[config.mk]
export PLATFORM = sky130hd
export DESIGN_NAME = regfile_serial_rx_flat
export DESIGN_NICKNAME = d
export VERILOG_FILES = /design/src/rtl/regfile_serial_rx_if.sv /design/src/rtl/regfile_serial_rx.sv /design/src/flat_wrapper.sv
export SDC_FILE = /design/constraint.sdc
export NUM_CORES = 1
export LEC_CHECK = 0
export ABC_AREA = 1
export BUFFER_PORTS_ARGS = -buffer_cell sky130_fd_sc_hd__buf_4
export CELL_PAD_IN_SITES_DETAIL_PLACEMENT = 1
export CELL_PAD_IN_SITES_GLOBAL_PLACEMENT = 2
export CORE_MARGIN = 4
export CORE_UTILIZATION = 38
export CTS_CLUSTER_SIZE = 25
export DETAILED_ROUTE_END_ITERATION = 10
export PLACE_DENSITY = 0.85
export SYNTH_ARGS = -nofsm -noshare
export SYNTH_HDL_FRONTEND = slang
export SYNTH_SLANG_ARGS = --single-unit
[constraint.sdc]
create_clock -name clk -period 11.7 [get_ports clk]
set_input_delay 2.34 -clock clk [delete_from_list [all_inputs] [get_ports clk]]
set_output_delay 2.34 -clock clk [all_outputs]
set_load 0.02 [all_outputs]
[src/rtl/regfile_serial_rx_if.sv]
// rtl/regfile_serial_rx_if.sv - stream, snapshot read and status signals of the register-file dump receiver
// REGFILE_SERIAL_RX_CHG_EN adds chg_mask to the bundle.
interface regfile_serial_rx_if #(
  parameter int NUM_REGS  = 16,
  parameter int REG_WIDTH = 8
);
  localparam int AW = $clog2(NUM_REGS);

  logic                 serial_in;
  logic                 start_in;
  logic [AW-1:0]        rd_addr;
  logic [REG_WIDTH-1:0] rd_data;
  logic                 frame_done;
  logic                 busy;
  logic [7:0]           frame_cnt;
  logic                 err_restart;
  logic                 err_clr;
`ifdef REGFILE_SERIAL_RX_CHG_EN
  logic [NUM_REGS-1:0]  chg_mask;

  modport slave (
    input  serial_in, start_in, rd_addr, err_clr,
    output rd_data, frame_done, busy, frame_cnt, err_restart, chg_mask
  );
  modport master (
    output serial_in, start_in, rd_addr, err_clr,
    input  rd_data, frame_done, busy, frame_cnt, err_restart, chg_mask
  );
`else
  modport slave (
    input  serial_in, start_in, rd_addr, err_clr,
    output rd_data, frame_done, busy, frame_cnt, err_restart
  );
  modport master (
    output serial_in, start_in, rd_addr, err_clr,
    input  rd_data, frame_done, busy, frame_cnt, err_restart
  );
`endif
endinterface

[src/rtl/regfile_serial_rx.sv]
// rtl/regfile_serial_rx.sv - deserializes the register-file dump stream into a committed snapshot array
// REGFILE_SERIAL_RX_CHG_EN adds a per-word change mask updated on each commit.
module regfile_serial_rx #(
  parameter int NUM_REGS  = 16,
  parameter int REG_WIDTH = 8
) (
  input logic               clk,
  input logic               rst,
  regfile_serial_rx_if.slave bus
);
  localparam int AW = $clog2(NUM_REGS);
  localparam int BW = (REG_WIDTH > 1) ? $clog2(REG_WIDTH) : 1;
  localparam logic [AW-1:0] LAST_WORD = AW'(NUM_REGS - 1);
  localparam logic [BW-1:0] LAST_BIT  = BW'(REG_WIDTH - 1);

  typedef enum logic {IDLE, SHIFT} state_t;

  state_t                              state;
  logic [AW-1:0]                       word_idx;
  logic [BW-1:0]                       bit_idx;
  logic [NUM_REGS-1:0][REG_WIDTH-1:0]  shadow;
  logic [NUM_REGS-1:0][REG_WIDTH-1:0]  snapshot;
  logic [NUM_REGS-1:0][REG_WIDTH-1:0]  shadow_next;
  logic                                last_bit;
  logic                                busy_r;
  logic                                frame_done_r;
  logic                                err_r;
  logic [7:0]                          cnt_r;
  logic [31:0]                         addr_ext;

  // Shadow with the current bit merged in, so the commit copy includes it.
  always_comb begin
    shadow_next = shadow;
    shadow_next[word_idx][bit_idx] = bus.serial_in;
  end

  assign last_bit = (word_idx == LAST_WORD) && (bit_idx == LAST_BIT);

`ifdef REGFILE_SERIAL_RX_CHG_EN
  logic [NUM_REGS-1:0] chg_r;
  logic [NUM_REGS-1:0] chg_next;

  always_comb begin
    chg_next = '0;
    for (int i = 0; i < NUM_REGS; i++) begin
      chg_next[i] = (shadow_next[i] != snapshot[i]);
    end
  end

  always_ff @(posedge clk or posedge rst) begin
    if (rst) begin
      chg_r <= '0;
    end else if (state == SHIFT && !bus.start_in && last_bit) begin
      chg_r <= chg_next;
    end
  end

  assign bus.chg_mask = chg_r;
`endif

  always_ff @(posedge clk or posedge rst) begin
    if (rst) begin
      state        <= IDLE;
      word_idx     <= '0;
      bit_idx      <= '0;
      shadow       <= '0;
      snapshot     <= '0;
      busy_r       <= 1'b0;
      frame_done_r <= 1'b0;
      err_r        <= 1'b0;
      cnt_r        <= 8'd0;
    end else begin
      frame_done_r <= 1'b0;
      if (bus.err_clr) begin
        err_r <= 1'b0;
      end
      case (state)
        IDLE: begin
          if (bus.start_in) begin
            state    <= SHIFT;
            word_idx <= '0;
            bit_idx  <= '0;
            busy_r   <= 1'b1;
          end
        end
        SHIFT: begin
          // A restart discards the partial frame; the error set wins over err_clr.
          if (bus.start_in) begin
            err_r    <= 1'b1;
            word_idx <= '0;
            bit_idx  <= '0;
          end else begin
            shadow <= shadow_next;
            if (last_bit) begin
              snapshot     <= shadow_next;
              frame_done_r <= 1'b1;
              cnt_r        <= cnt_r + 8'd1;
              word_idx     <= '0;
              bit_idx      <= '0;
              busy_r       <= 1'b0;
              state        <= IDLE;
            end else if (bit_idx == LAST_BIT) begin
              bit_idx  <= '0;
              word_idx <= word_idx + 1'b1;
            end else begin
              bit_idx <= bit_idx + 1'b1;
            end
          end
        end
        default: state <= IDLE;
      endcase
    end
  end

  assign addr_ext        = 32'(bus.rd_addr);
  assign bus.rd_data     = (addr_ext < NUM_REGS) ? snapshot[bus.rd_addr] : '0;
  assign bus.frame_done  = frame_done_r;
  assign bus.busy        = busy_r;
  assign bus.frame_cnt   = cnt_r;
  assign bus.err_restart = err_r;
endmodule

[src/flat_wrapper.sv]
// flat-port wrapper written by rule: the top's interface ports become plain ports
module regfile_serial_rx_flat 
#(
  parameter int NUM_REGS  = 16,
  parameter int REG_WIDTH = 8
)
  (clk, rst, bus_serial_in, bus_start_in, bus_rd_addr, bus_err_clr, bus_rd_data, bus_frame_done, bus_busy, bus_frame_cnt, bus_err_restart);
  regfile_serial_rx_if #(.NUM_REGS(NUM_REGS), .REG_WIDTH(REG_WIDTH)) bus_i ();
  input logic clk;
  input logic rst;
  input wire logic [$bits(bus_i.serial_in)-1:0] bus_serial_in;
  input wire logic [$bits(bus_i.start_in)-1:0] bus_start_in;
  input wire logic [$bits(bus_i.rd_addr)-1:0] bus_rd_addr;
  input wire logic [$bits(bus_i.err_clr)-1:0] bus_err_clr;
  output wire logic [$bits(bus_i.rd_data)-1:0] bus_rd_data;
  output wire logic [$bits(bus_i.frame_done)-1:0] bus_frame_done;
  output wire logic [$bits(bus_i.busy)-1:0] bus_busy;
  output wire logic [$bits(bus_i.frame_cnt)-1:0] bus_frame_cnt;
  output wire logic [$bits(bus_i.err_restart)-1:0] bus_err_restart;
  assign bus_i.serial_in = bus_serial_in;
  assign bus_i.start_in = bus_start_in;
  assign bus_i.rd_addr = bus_rd_addr;
  assign bus_i.err_clr = bus_err_clr;
  assign bus_rd_data = bus_i.rd_data;
  assign bus_frame_done = bus_i.frame_done;
  assign bus_busy = bus_i.busy;
  assign bus_frame_cnt = bus_i.frame_cnt;
  assign bus_err_restart = bus_i.err_restart;
  regfile_serial_rx #(.NUM_REGS(NUM_REGS), .REG_WIDTH(REG_WIDTH)) u_core (.clk(clk), .rst(rst), .bus(bus_i));
endmodule
==> results.json <==
{
  "ys_ff_latch": 275,
  "synth_compound_area_frac": 0.124,
  "finalWeightedCongestion": 0.814,
  "p_seq_frac": 0.435,
  "vias": 13300,
  "die_h_um": 202,
  "power_switching_mw": 0.646,
  "post_cts_buffers": 0,
  "outcome": "finished clean",
  "portBuffers": 27,
  "cts_tree": "done",
  "drt-pass1-iter-count": 7,
  "yosys.area_share.simple": 0.286,
  "numCtsBuffers": 35,
  "seq_area_frac_synth": 0.480,
  "synthFlopType": "dfrtp_1",
  "rr_worst_depth": 9,
  "clk_pin_slew_ns": 0.05,
  "fmax_mhz": 138,
  "rr_endpoint": "u_core.snapshot[125]",
  "cp.required_ns": 9.36,
  "synth_nets": 1885,
  "synth_common_cells": "nand3_1 (463), nand2_1 (405), dfrtp_1 (275)",
  "die_w_um": 202,
  "cp-end-kind": "output pin",
  "cap_violations": 0,
  "clk_path_buf_depth": 3,
  "ys_warn_count": 0,
  "cts_resized": 0,
  "synth_area_per_cell_um2": 7.67,
  "post-route-period-util": 0.618,
  "synth_top_family_by_area": "simple AND/OR/NAND/NOR gates",
  "comb_power_share": 0.115,
  "ys_types": 28,
  "die-area_um2": 40900,
  "place_ws_ns": 4.50,
  "rr_startpoint": "u_core.state",
  "rows": 70,
  "power_density_nw_per_um2": 149,
  "p_leak_nw": 7.60,
  "crit_start": "bus_rd_addr[1]",
  "start_kind": "input port",
  "worst_skew_pair.late_latency_ns": 0.52,
  "core-area_um2": 36900,
  "synth-edff-count": 0,
  "fin_worst_skew_ns": 0.0134,
  "cp.arrival_ns": 4.89,
  "pin_count": 28,
  "synthMuxAreaShare": 0,
  "wl_per_cell_um": 21.2,
  "first_iter_violations": 949,
  "seq_area_um2": 6880,
  "grt_pass1_wl_um": 80400,
  "hp-class": "flip-flop to flip-flop",
  "cp_max_fo": 34,
  "criticalPathCategory": "input port to output pin",
  "slew_viol_final": 0,
  "relSlewSlack": 0.185,
  "syn_inst": 1869,
  "syn_area_um2": 14300,
  "post_route_cells_drive_above_1_share": 0.0601,
  "antenna_found_initial": 1,
  "ir_drop_mv": 0.0749,
  "yosysMostFrequentCell": "nand3_1",
  "hpwl_um": 30100,
  "grt_max_degree": 136,
  "final_hold_viol_count": 0,
  "period_needed_ns": 7.23,
  "multi_input_area_um2": 5990,
  "postRouteAntennaNets": 0,
  "syn2layout_area_growth_pct": 10.9,
  "viasPerCell": 5.60,
  "ff2ff_setup_slack_ns": 7.46,
  "synth_xor_area_frac": 0.00122,
  "htreeDepth": 2,
  "synth_top_area_cell": "dfrtp_1",
  "route.detailed.drc": 0,
  "cp-endpoint": "bus_rd_data[4]",
  "fin_setup_tns_ns": 0,
  "synth_area_leaders": "dfrtp_1 (48%), nand3_1 (16%), nand2_1 (11%)",
  "finalSetupViolCount": 0,
  "grt.total_usage": 0.246,
  "nFillCells": 4507,
  "p_clk_frac": 0.450,
  "async_flop_share": 1.00,
  "intPower_mw": 1.73,
  "layout_setup_ws_ns": 4.47,
  "start_util": 0.389,
  "grt_pass1_vias": 14000,
  "fin_nets": 1857,
  "swShare": 0.272,
  "cts.sinks": 275,
  "worst_pin_slew_ns": 1.22,
  "synth_top_area_share": 0.480,
  "grt_overflow": 0,
  "hold_buffers": 0,
  "cts_root_buf": "clkbuf_16",
  "rsz0062_at_grt": "false",
  "synthAdderAreaFrac": 0.00611,
  "routed_wl_um": 50200
}
==> final cells by class <==
class                   count  area share
diodes                      1    0.000157
well taps                 504      0.0397
clock buffers              57      0.0674
inverters                 240      0.0572
repair buffers             48      0.0227
clock inverters             4     0.00283
multi-input cells        1241       0.377
flip-flops and latches    275       0.433
==> per-stage QoR <==
| step | std cells | hold slack (ns) | total power [mW] | util | area [µm²] |
|---|---|---|---|---|---|
| 6_report | 2370 | 0.475 | 2.37 | 0.431 | 15900 |
| 5_1_grt | 2369 | 0.495 | 2.48 | 0.431 | 15900 |
| 4_1_cts | 2369 | 0.477 | 2.39 | 0.431 | 15900 |
| 3_5_place_dp | 2308 | 0.460 | 1.32 | 0.401 | 14800 |
| 3_3_place_gp | 2308 | 0.455 | 1.31 | 0.401 | 14800 |
| 2_1_floorplan | 1869 | 0.443 | 1.23 | - | 14300 |
==> cell usage in the layout (no fill, tap or decap), types with 3 or more instances in the layout <==
cell type    n
a21oi_1      3
buf_4       48
clkbuf_1    13
clkbuf_16   37
clkbuf_8     7
clkinv_2     4
dfrtp_1    275
ha_1         7
inv_1      233
inv_2        4
nand2_1    404
nand3_1    463
nand4_1      4
nor2_1      31
nor2_2       4
nor3_1       4
o211ai_1    24
o21ai_0    188
o21ai_1     43
o21bai_1    56
==> critical path, cell delays in order <==
cell      delay [ns]
buf_4           0.37
clkinv_1        1.06
nand3_1         0.56
nand3_1         0.17
nand3_1         0.11
nand2_1         0.09
buf_4           0.17
==> flip-flops by register name (all words and copies together), names as in the netlist <==
signal / flops
u_core.state: 1
u_core.bus.frame_done: 1
u_core.shadow: 128
u_core.bus.busy: 1
u_core.bit_idx: 3
u_core.bus.err_restart: 1
u_core.snapshot: 128
u_core.word_idx: 4
u_core.bus.frame_cnt: 8
==> worst min-delay path by stage <==
stage,start,end,slack [ns],cells past startpoint
after CTS,u_core.shadow[109],u_core.shadow[109],0.48,2
final,u_core.shadow[59],u_core.shadow[59],0.47,2
after detailed placement,u_core.shadow[109],u_core.shadow[109],0.46,2
after floorplan,u_core.shadow[100],u_core.shadow[100],0.44,2
after global placement,u_core.shadow[107],u_core.shadow[107],0.45,2
after global routing,u_core.shadow[43],u_core.shadow[43],0.50,2
==> cells by family after synthesis <==
kind of cell / count (synthesis)
adders and majority gates: 7
buffers and inverters: 353
xor gates and xnor gates: 2
AOI/OAI and AO/OA: 315
DFF: 275
and+or+nand+nor: 917
==> power groups by stage <==
stage | combinational, mW | clock, mW | sequential (mW)
5_1_grt | 0.308 | 1.13 | 1.04
3_5_place_dp | 0.272 | 0 | 1.05
3_3_place_gp | 0.261 | 0 | 1.05
2_1_floorplan | 0.184 | 0 | 1.05
6_report | 0.273 | 1.07 | 1.03
4_1_cts | 0.274 | 1.09 | 1.03
==> metal layers <==
layer  wire length, µm  part of all wire  vias up  GRT usage
met4              1560             0.031        0     0.0761
met2             23500              0.47      325      0.411
met5                 0                 0        -          0
li1                  -                 -     6098          -
met3              2640             0.053       86     0.0404
met1             22500              0.45     6761      0.331
Note: power is estimated with default switching activity, not from simulation.
